### config.mk
export PLATFORM = sky130hd
export DESIGN_NAME = seven_segment_scan_decoder
export DESIGN_NICKNAME = d
export VERILOG_FILES = /design/src/rtl/seven_segment_scan_decoder.sv
export SDC_FILE = /design/constraint.sdc
export NUM_CORES = 1
export LEC_CHECK = 0
export BUFFER_PORTS_ARGS = -buffer_cell sky130_fd_sc_hd__buf_2
export CAP_MARGIN = 25
export CORE_ASPECT_RATIO = 1.5
export CORE_UTILIZATION = 30
export DETAILED_ROUTE_END_ITERATION = 6
export HOLD_SLACK_MARGIN = 0.08
export MAX_ROUTING_LAYER = met4
export SLEW_MARGIN = 25
export SYNTH_ARGS = -nofsm -noshare
export SYNTH_HDL_FRONTEND = slang
export SYNTH_SLANG_ARGS = --single-unit
### constraint.sdc
create_clock -name clock -period 3.7 [get_ports clock]
set_input_delay 0 -clock clock [delete_from_list [all_inputs] [get_ports clock]]
set_output_delay 0 -clock clock [all_outputs]
set_load 0.02 [all_outputs]
### src/rtl/seven_segment_scan_decoder.sv
// Purpose : snoop a multiplexed 4-digit 7-segment bus and rebuild the MM:SS value shown.
// Latency : 1 cycle input register, SETTLE_CYCLES to capture a digit, 1 cycle from the 4th capture to frame_valid.
// Backpress: none; a passive observer that never stalls the bus it watches.
//
// Ports:
//   clock          rising-edge system clock
//   reset          asynchronous active-low reset
//   anode_signals  active-low digit enables (0111 mt, 1011 ot, 1101 st, 1110 so)
//   display_out    active-low cathodes, [6:0] = segments a..g
//   clear_errors   one-cycle pulse clearing the sticky error flags
//   minutes        last published minutes (0..99)
//   seconds        last published seconds (0..99)
//   frame_valid    one-cycle pulse when minutes/seconds update
//   decode_error   sticky: illegal cathode pattern or anode code seen
//   range_error    sticky: a published seconds-tens digit exceeded 5
//   scan_timeout   level: no capture for TIMEOUT_CYCLES cycles
module seven_segment_scan_decoder #(
  parameter int SETTLE_CYCLES  = 16,
  parameter int TIMEOUT_CYCLES = 1000000
) (
  input  logic       clock,
  input  logic       reset,
  input  logic [3:0] anode_signals,
  input  logic [6:0] display_out,
  input  logic       clear_errors,
  output logic [6:0] minutes,
  output logic [6:0] seconds,
  output logic       frame_valid,
  output logic       decode_error,
  output logic       range_error,
  output logic       scan_timeout
);

  localparam int                IDLE_W    = $clog2(TIMEOUT_CYCLES + 1);
  localparam logic [IDLE_W-1:0] TIMEOUT_V = IDLE_W'(TIMEOUT_CYCLES);
  localparam logic [7:0]        SETTLE_V  = 8'(SETTLE_CYCLES);

  typedef enum logic [1:0] {
    S_IDLE     = 2'd0,
    S_SETTLING = 2'd1,
    S_HELD     = 2'd2
  } state_e;

  // ---------------------------------------------------------------------------
  // Input stage plus a one-cycle history used for the stability comparison
  // ---------------------------------------------------------------------------
  logic [3:0] anode_q, anode_p_q;
  logic [6:0] seg_q, seg_p_q;

  // Reset to the blank code so that the reset value itself is not flagged as
  // an illegal anode on the first cycle out of reset.
  always_ff @(posedge clock or negedge reset) begin
    if (!reset) begin
      anode_q   <= 4'hF;
      seg_q     <= 7'h7F;
      anode_p_q <= 4'hF;
      seg_p_q   <= 7'h7F;
    end else begin
      anode_q   <= anode_signals;
      seg_q     <= display_out;
      anode_p_q <= anode_q;
      seg_p_q   <= seg_q;
    end
  end

  // ---------------------------------------------------------------------------
  // Anode classification and cathode decode
  // ---------------------------------------------------------------------------
  logic       anode_legal;
  logic       anode_illegal;
  logic [1:0] digit_idx;   // 3 = minutes tens ... 0 = seconds ones
  logic       same;
  logic       seg_ok;
  logic [3:0] seg_bcd;

  always_comb begin
    anode_legal = 1'b0;
    digit_idx   = 2'd0;
    case (anode_q)
      4'b0111: begin anode_legal = 1'b1; digit_idx = 2'd3; end
      4'b1011: begin anode_legal = 1'b1; digit_idx = 2'd2; end
      4'b1101: begin anode_legal = 1'b1; digit_idx = 2'd1; end
      4'b1110: begin anode_legal = 1'b1; digit_idx = 2'd0; end
      default: begin anode_legal = 1'b0; digit_idx = 2'd0; end
    endcase
  end

  // Anything that is neither one-hot-low nor blank is treated as blank but flagged.
  assign anode_illegal = (anode_q != 4'hF) && !anode_legal;
  assign same          = (anode_q == anode_p_q) && (seg_q == seg_p_q);

  always_comb begin
    seg_ok  = 1'b1;
    seg_bcd = 4'd0;
    case (seg_q)
      7'b0000001: seg_bcd = 4'd0;
      7'b1001111: seg_bcd = 4'd1;
      7'b0010010: seg_bcd = 4'd2;
      7'b0000110: seg_bcd = 4'd3;
      7'b1001100: seg_bcd = 4'd4;
      7'b0100100: seg_bcd = 4'd5;
      7'b0100000: seg_bcd = 4'd6;
      7'b0001111: seg_bcd = 4'd7;
      7'b0000000: seg_bcd = 4'd8;
      7'b0000100: seg_bcd = 4'd9;
      default: begin
        seg_ok  = 1'b0;
        seg_bcd = 4'd0;
      end
    endcase
  end

  // ---------------------------------------------------------------------------
  // Settle FSM: state register
  // ---------------------------------------------------------------------------
  state_e     state_q, state_d;
  logic [7:0] stable_cnt_q, stable_cnt_d;

  always_ff @(posedge clock or negedge reset) begin
    if (!reset) begin
      state_q      <= S_IDLE;
      stable_cnt_q <= 8'd0;
    end else begin
      state_q      <= state_d;
      stable_cnt_q <= stable_cnt_d;
    end
  end

  // Settle FSM: next state
  always_comb begin
    state_d      = state_q;
    stable_cnt_d = stable_cnt_q;
    case (state_q)
      S_IDLE: begin
        if (anode_legal) begin
          state_d      = S_SETTLING;
          stable_cnt_d = 8'd1;
        end
      end
      S_SETTLING: begin
        if (!anode_legal) begin
          state_d      = S_IDLE;
          stable_cnt_d = 8'd0;
        end else begin
          // stable_cnt_q < SETTLE_V here, so the increment cannot wrap.
          stable_cnt_d = same ? stable_cnt_q + 8'd1 : 8'd1;
        end
      end
      S_HELD: begin
        if (!anode_legal) begin
          state_d      = S_IDLE;
          stable_cnt_d = 8'd0;
        end else if (!same) begin
          state_d      = S_SETTLING;
          stable_cnt_d = 8'd1;
        end
      end
      default: begin
        state_d      = S_IDLE;
        stable_cnt_d = 8'd0;
      end
    endcase
    // Folding the threshold in here lets SETTLE_CYCLES=1 capture straight
    // from IDLE or from a HELD digit that just changed.
    if (state_d == S_SETTLING && stable_cnt_d >= SETTLE_V) begin
      state_d = S_HELD;
    end
  end

  // Settle FSM: outputs
  logic settle_evt;
  logic capture;
  logic bad_seg;

  always_comb begin
    // Entering HELD from anything other than an unchanged HELD is a settle event.
    settle_evt = (state_d == S_HELD) && !((state_q == S_HELD) && same);
    capture    = settle_evt && seg_ok;
    bad_seg    = settle_evt && !seg_ok;
  end

  // ---------------------------------------------------------------------------
  // Digit store, frame assembly, error flags, timeout
  // ---------------------------------------------------------------------------
  logic [3:0][3:0]   digit_q, digit_d;
  logic [3:0]        mask_q, mask_d;
  logic [6:0]        minutes_q, minutes_d;
  logic [6:0]        seconds_q, seconds_d;
  logic              frame_valid_q, frame_valid_d;
  logic              decode_error_q, decode_error_d;
  logic              range_error_q, range_error_d;
  logic [IDLE_W-1:0] idle_cnt_q, idle_cnt_d;
  logic              publish;

  always_comb begin
    publish = (mask_q == 4'hF);

    // Publishing empties the mask; a capture on the same cycle starts the next frame.
    mask_d  = publish ? 4'h0 : mask_q;
    digit_d = digit_q;
    if (capture) begin
      mask_d[digit_idx]  = 1'b1;
      digit_d[digit_idx] = seg_bcd;
    end

    minutes_d     = minutes_q;
    seconds_d     = seconds_q;
    frame_valid_d = publish;
    if (publish) begin
      minutes_d = 7'(digit_q[3]) * 7'd10 + 7'(digit_q[2]);
      seconds_d = 7'(digit_q[1]) * 7'd10 + 7'(digit_q[0]);
    end

    // A new error event overrides a coincident clear.
    decode_error_d = (decode_error_q & ~clear_errors) | anode_illegal | bad_seg;
    range_error_d  = (range_error_q & ~clear_errors) | (publish && (digit_q[1] > 4'd5));

    if (capture) begin
      idle_cnt_d = '0;
    end else if (idle_cnt_q < TIMEOUT_V) begin
      idle_cnt_d = idle_cnt_q + IDLE_W'(1);
    end else begin
      idle_cnt_d = idle_cnt_q;
    end
  end

  always_ff @(posedge clock or negedge reset) begin
    if (!reset) begin
      digit_q        <= '0;
      mask_q         <= 4'h0;
      minutes_q      <= 7'd0;
      seconds_q      <= 7'd0;
      frame_valid_q  <= 1'b0;
      decode_error_q <= 1'b0;
      range_error_q  <= 1'b0;
      idle_cnt_q     <= '0;
    end else begin
      digit_q        <= digit_d;
      mask_q         <= mask_d;
      minutes_q      <= minutes_d;
      seconds_q      <= seconds_d;
      frame_valid_q  <= frame_valid_d;
      decode_error_q <= decode_error_d;
      range_error_q  <= range_error_d;
      idle_cnt_q     <= idle_cnt_d;
    end
  end

  assign minutes      = minutes_q;
  assign seconds      = seconds_q;
  assign frame_valid  = frame_valid_q;
  assign decode_error = decode_error_q;
  assign range_error  = range_error_q;
  assign scan_timeout = (idle_cnt_q >= TIMEOUT_V);

endmodule

==> flow_metrics.tcl <==
set metrics [dict create \
    crit_required_ns 3.92 \
    clkTransAtPathRegs_ns 0.06 \
    first_pass_iters 6 \
    antenna_found_initial 0 \
    detail-route-antenna-nets 0 \
    synth_cells 405 \
    ys_ff_latch 89 \
    cp-end-kind "flip-flop" \
    report.final.slew_viol_count 0 \
    cts_tree "yes" \
    ys_seq_area_share_pct 50.1 \
    clock-sinks 89 \
    post-route-min-period_ns 3.39 \
    place.gp.congestion 0.750 \
    die_x_um 102 \
    regArea_um2 2250 \
    finalSetupViolations 0 \
    clock_skew_ns 0.00840 \
    cpMaxStageDelayCell "dfstp_2" \
    cts_buffer_depth 2 \
    grt_max_degree 60 \
    crit_chain "xnor2_1 > nand4_1 > nor3_2 > or4b_1 > o32ai_1 > o41a_1 > and3_1 > mux2_4" \
    synth_nets 438 \
    finalHoldViolCount 0 \
    grt_pass1_wl_um 13600 \
    layout_commonest_cell "dfrtp_1" \
    arrival_ns 3.62 \
    slew_headroom_pct 33.7 \
    post-route-period-util_pct 91.7 \
    areaGrowthSynthToFinish_pct 16.2 \
    diodes 0 \
    critical_path_class "reg2reg" \
    die_h_um 152 \
    mostFrequentLayoutCells "dfrtp_1, nand2_1, nor2_1, buf_2, xnor2_1" \
    core_area_um2 14600 \
    routed-via-count 2927 \
    dieArea_um2 15500 \
    cts.htree.levels 3 \
    clock-root-buffer "clkbuf_16" \
    status "finished, final reports clean" \
    start_util_pct 30.8 \
    portBuffers 31 \
    drt_iter0_drc 125 \
    synth_warnings 0 \
    track_usage_pct 11.7 \
    crit_fanout 10 \
    leakage_nw 2.43 \
    drive_gt1_share_pct 22.4 \
    min_path_type "in2async" \
    synth_edf_count 0 \
    hpwl_um 5830 \
    wl_um 8050 \
    power_density_nw_per_um2 379 \
    synth_area_um2 4500 \
    setup-tns-final_ns 0 \
    max_freq_mhz 295 \
    nFillCells 1464 \
    start_kind "flip-flop" \
    drc 0 \
    grt_setup_unrepaired "no" \
    wire_per_inst_um 12.4 \
    multiInputGateArea_um2 2060 \
    worst_slew_pin_slew_ns 0.980 \
    peakVddDrop_v 0.000164 \
    grt_pass1_vias 2935 \
    worst-r2r-setup-slack_ns 0.31 \
    post_cts_buffers 0 \
    cts_buffers 9 \
    overflow 0 \
    final_net_count 479 \
    async_flop_share_pct 100 \
    avgSynthCellArea_um2 11.1 \
    ctsResizeCount 0 \
    hold_ws_ns 0.284 \
    ys.flop_type "dfrtp_1" \
    synth_cell_type_count 61 \
    clk_latency_ns 0.34 \
    max_stage_delay_ns 0.65 \
    ios 32 \
    post_drt_via_cell_ratio 4.52 \
    maxCapViolCount 0 \
    num_rows 54 \
]
## through the flow
| stage | power [W] | cell area (um^2) | setup WS, ns | util (%) | std cells |
|---|---|---|---|---|---|
| 3_3_place_gp | 0.00113 | 4800 | 0.419 | 32.9 | 617 |
| 2_1_floorplan | 0.00110 | 4500 | 0.640 | - | 405 |
| 3_5_place_dp | 0.00113 | 4810 | 0.297 | 33.0 | 618 |
| 6_report | 0.00198 | 5230 | 0.308 | 35.8 | 647 |
| 4_1_cts | 0.00201 | 5230 | 0.269 | 35.8 | 647 |
| 5_1_grt | 0.00207 | 5230 | 0.0964 | 35.8 | 647 |
## worst max-delay path: cells and delay by family, from the launching register on
family	cells	cell delay (ns)
and+or+nand+nor	4	1.50
xor gates and xnor gates	1	0.16
DFF	1	0.65
muxes	1	0.33
AOI/OAI and AO/OA	2	0.63
## state kept, by name (all words and copies together), names as in the netlist
signal and cells:
state_q 2, seconds 7, range_error 1, digit_q 16, anode_p_q 4, seg_q 7, minutes 7, seg_p_q 7
mask_q 4, frame_valid 1, decode_error 1, anode_q 4, idle_cnt_q 20, stable_cnt_q 8
## logic make-up (layout without fill, tap and decap cells)
family | Yosys count | after routing | synth area share (%)
buffers and inverters | 35 | 81 | 4.06
XOR/XNOR | 48 | 48 | 10.0
AO/OA/AOI/OAI | 60 | 60 | 9.66
multiplexers | 17 | 17 | 4.84
flip-flops | 89 | 89 | 50.1
AND/OR/NAND/NOR | 137 | 137 | 15.3
adder cells (fa/ha/maj) | 19 | 19 | 5.95
## power by group
part / internal (W) / total [W] / switching [W]
clock: 0.000491 / 0.000860 / 0.000370
sequential: 0.00100 / 0.00103 / 0.0000279
combinational: 0.0000427 / 0.0000944 / 0.0000517
## area by class of cell
type                            instances  area share [%]
Sequential cell                        89            43.2
Multi-Input combinational cell        281            39.4
Timing Repair Buffer                   47            6.01
Clock buffer                           12            4.91
Tap cell                              196            4.69
Inverter                               18            1.29
Clock inverter                          4           0.527
## path summary, 6_finish.rpt
path / cells after the start / to / start
max in group asynchronous: 3 / idle_cnt_q[15] / reset
setup reg to reg: 8 / digit_q[13] / anode_q[3]
setup / recovery: 8 / digit_q[13] / anode_q[3]
min in group clock: 2 / seg_q[4] / display_out[4]
hold reg to reg: 0 / seg_p_q[6] / seg_q[6]
hold / removal: 2 / stable_cnt_q[0] / reset
## cells in the mapped netlist, types with 2 or more instances
cell	count	area share, %
nor2b_1	5	0.70
nor4b_1	2	0.39
mux2_4	4	1.3
fa_1	4	1.8
o32ai_1	4	0.78
o31ai_1	2	0.33
dfstp_2	22	13
nand4_2	3	0.83
and3_1	8	1.1
o211ai_1	2	0.33
xnor2_1	24	4.7
inv_1	18	1.5
buf_2	5	0.56
ha_1	15	4.2
xnor2_2	3	1.1
nor3_1	4	0.45
clkbuf_1	5	0.42
nor2_1	42	3.5
nand4_1	5	0.70
nand3_1	7	0.78
nand2_1	47	3.9
a21boi_0	2	0.33
a21oi_1	9	1.0
a31oi_1	3	0.42
a21o_1	3	0.50
nor4_1	2	0.28
buf_6	6	1.5
mux2_2	8	2.0
xor2_1	20	3.9
dfrtp_1	67	37
o21ai_0	21	2.3
mux2_1	4	1.0
## metal layers
metal | vias up | part of all wire [%] | track usage (%)
li1 | 1467 | - | -
met1 | 1406 | 45 | 13.5
met2 | 43 | 50 | 19.1
met3 | 11 | 2.7 | 1.93
met4 | 0 | 2.1 | 5.92
met5 | - | 0 | -
## timing repair
item                                   CTS  global route
endpoints found under the hold margin   49             0
setup endpoints to repair                0             0
hold buffers                            13             0
No activity file was read; power rests on OpenSTA's default activity.
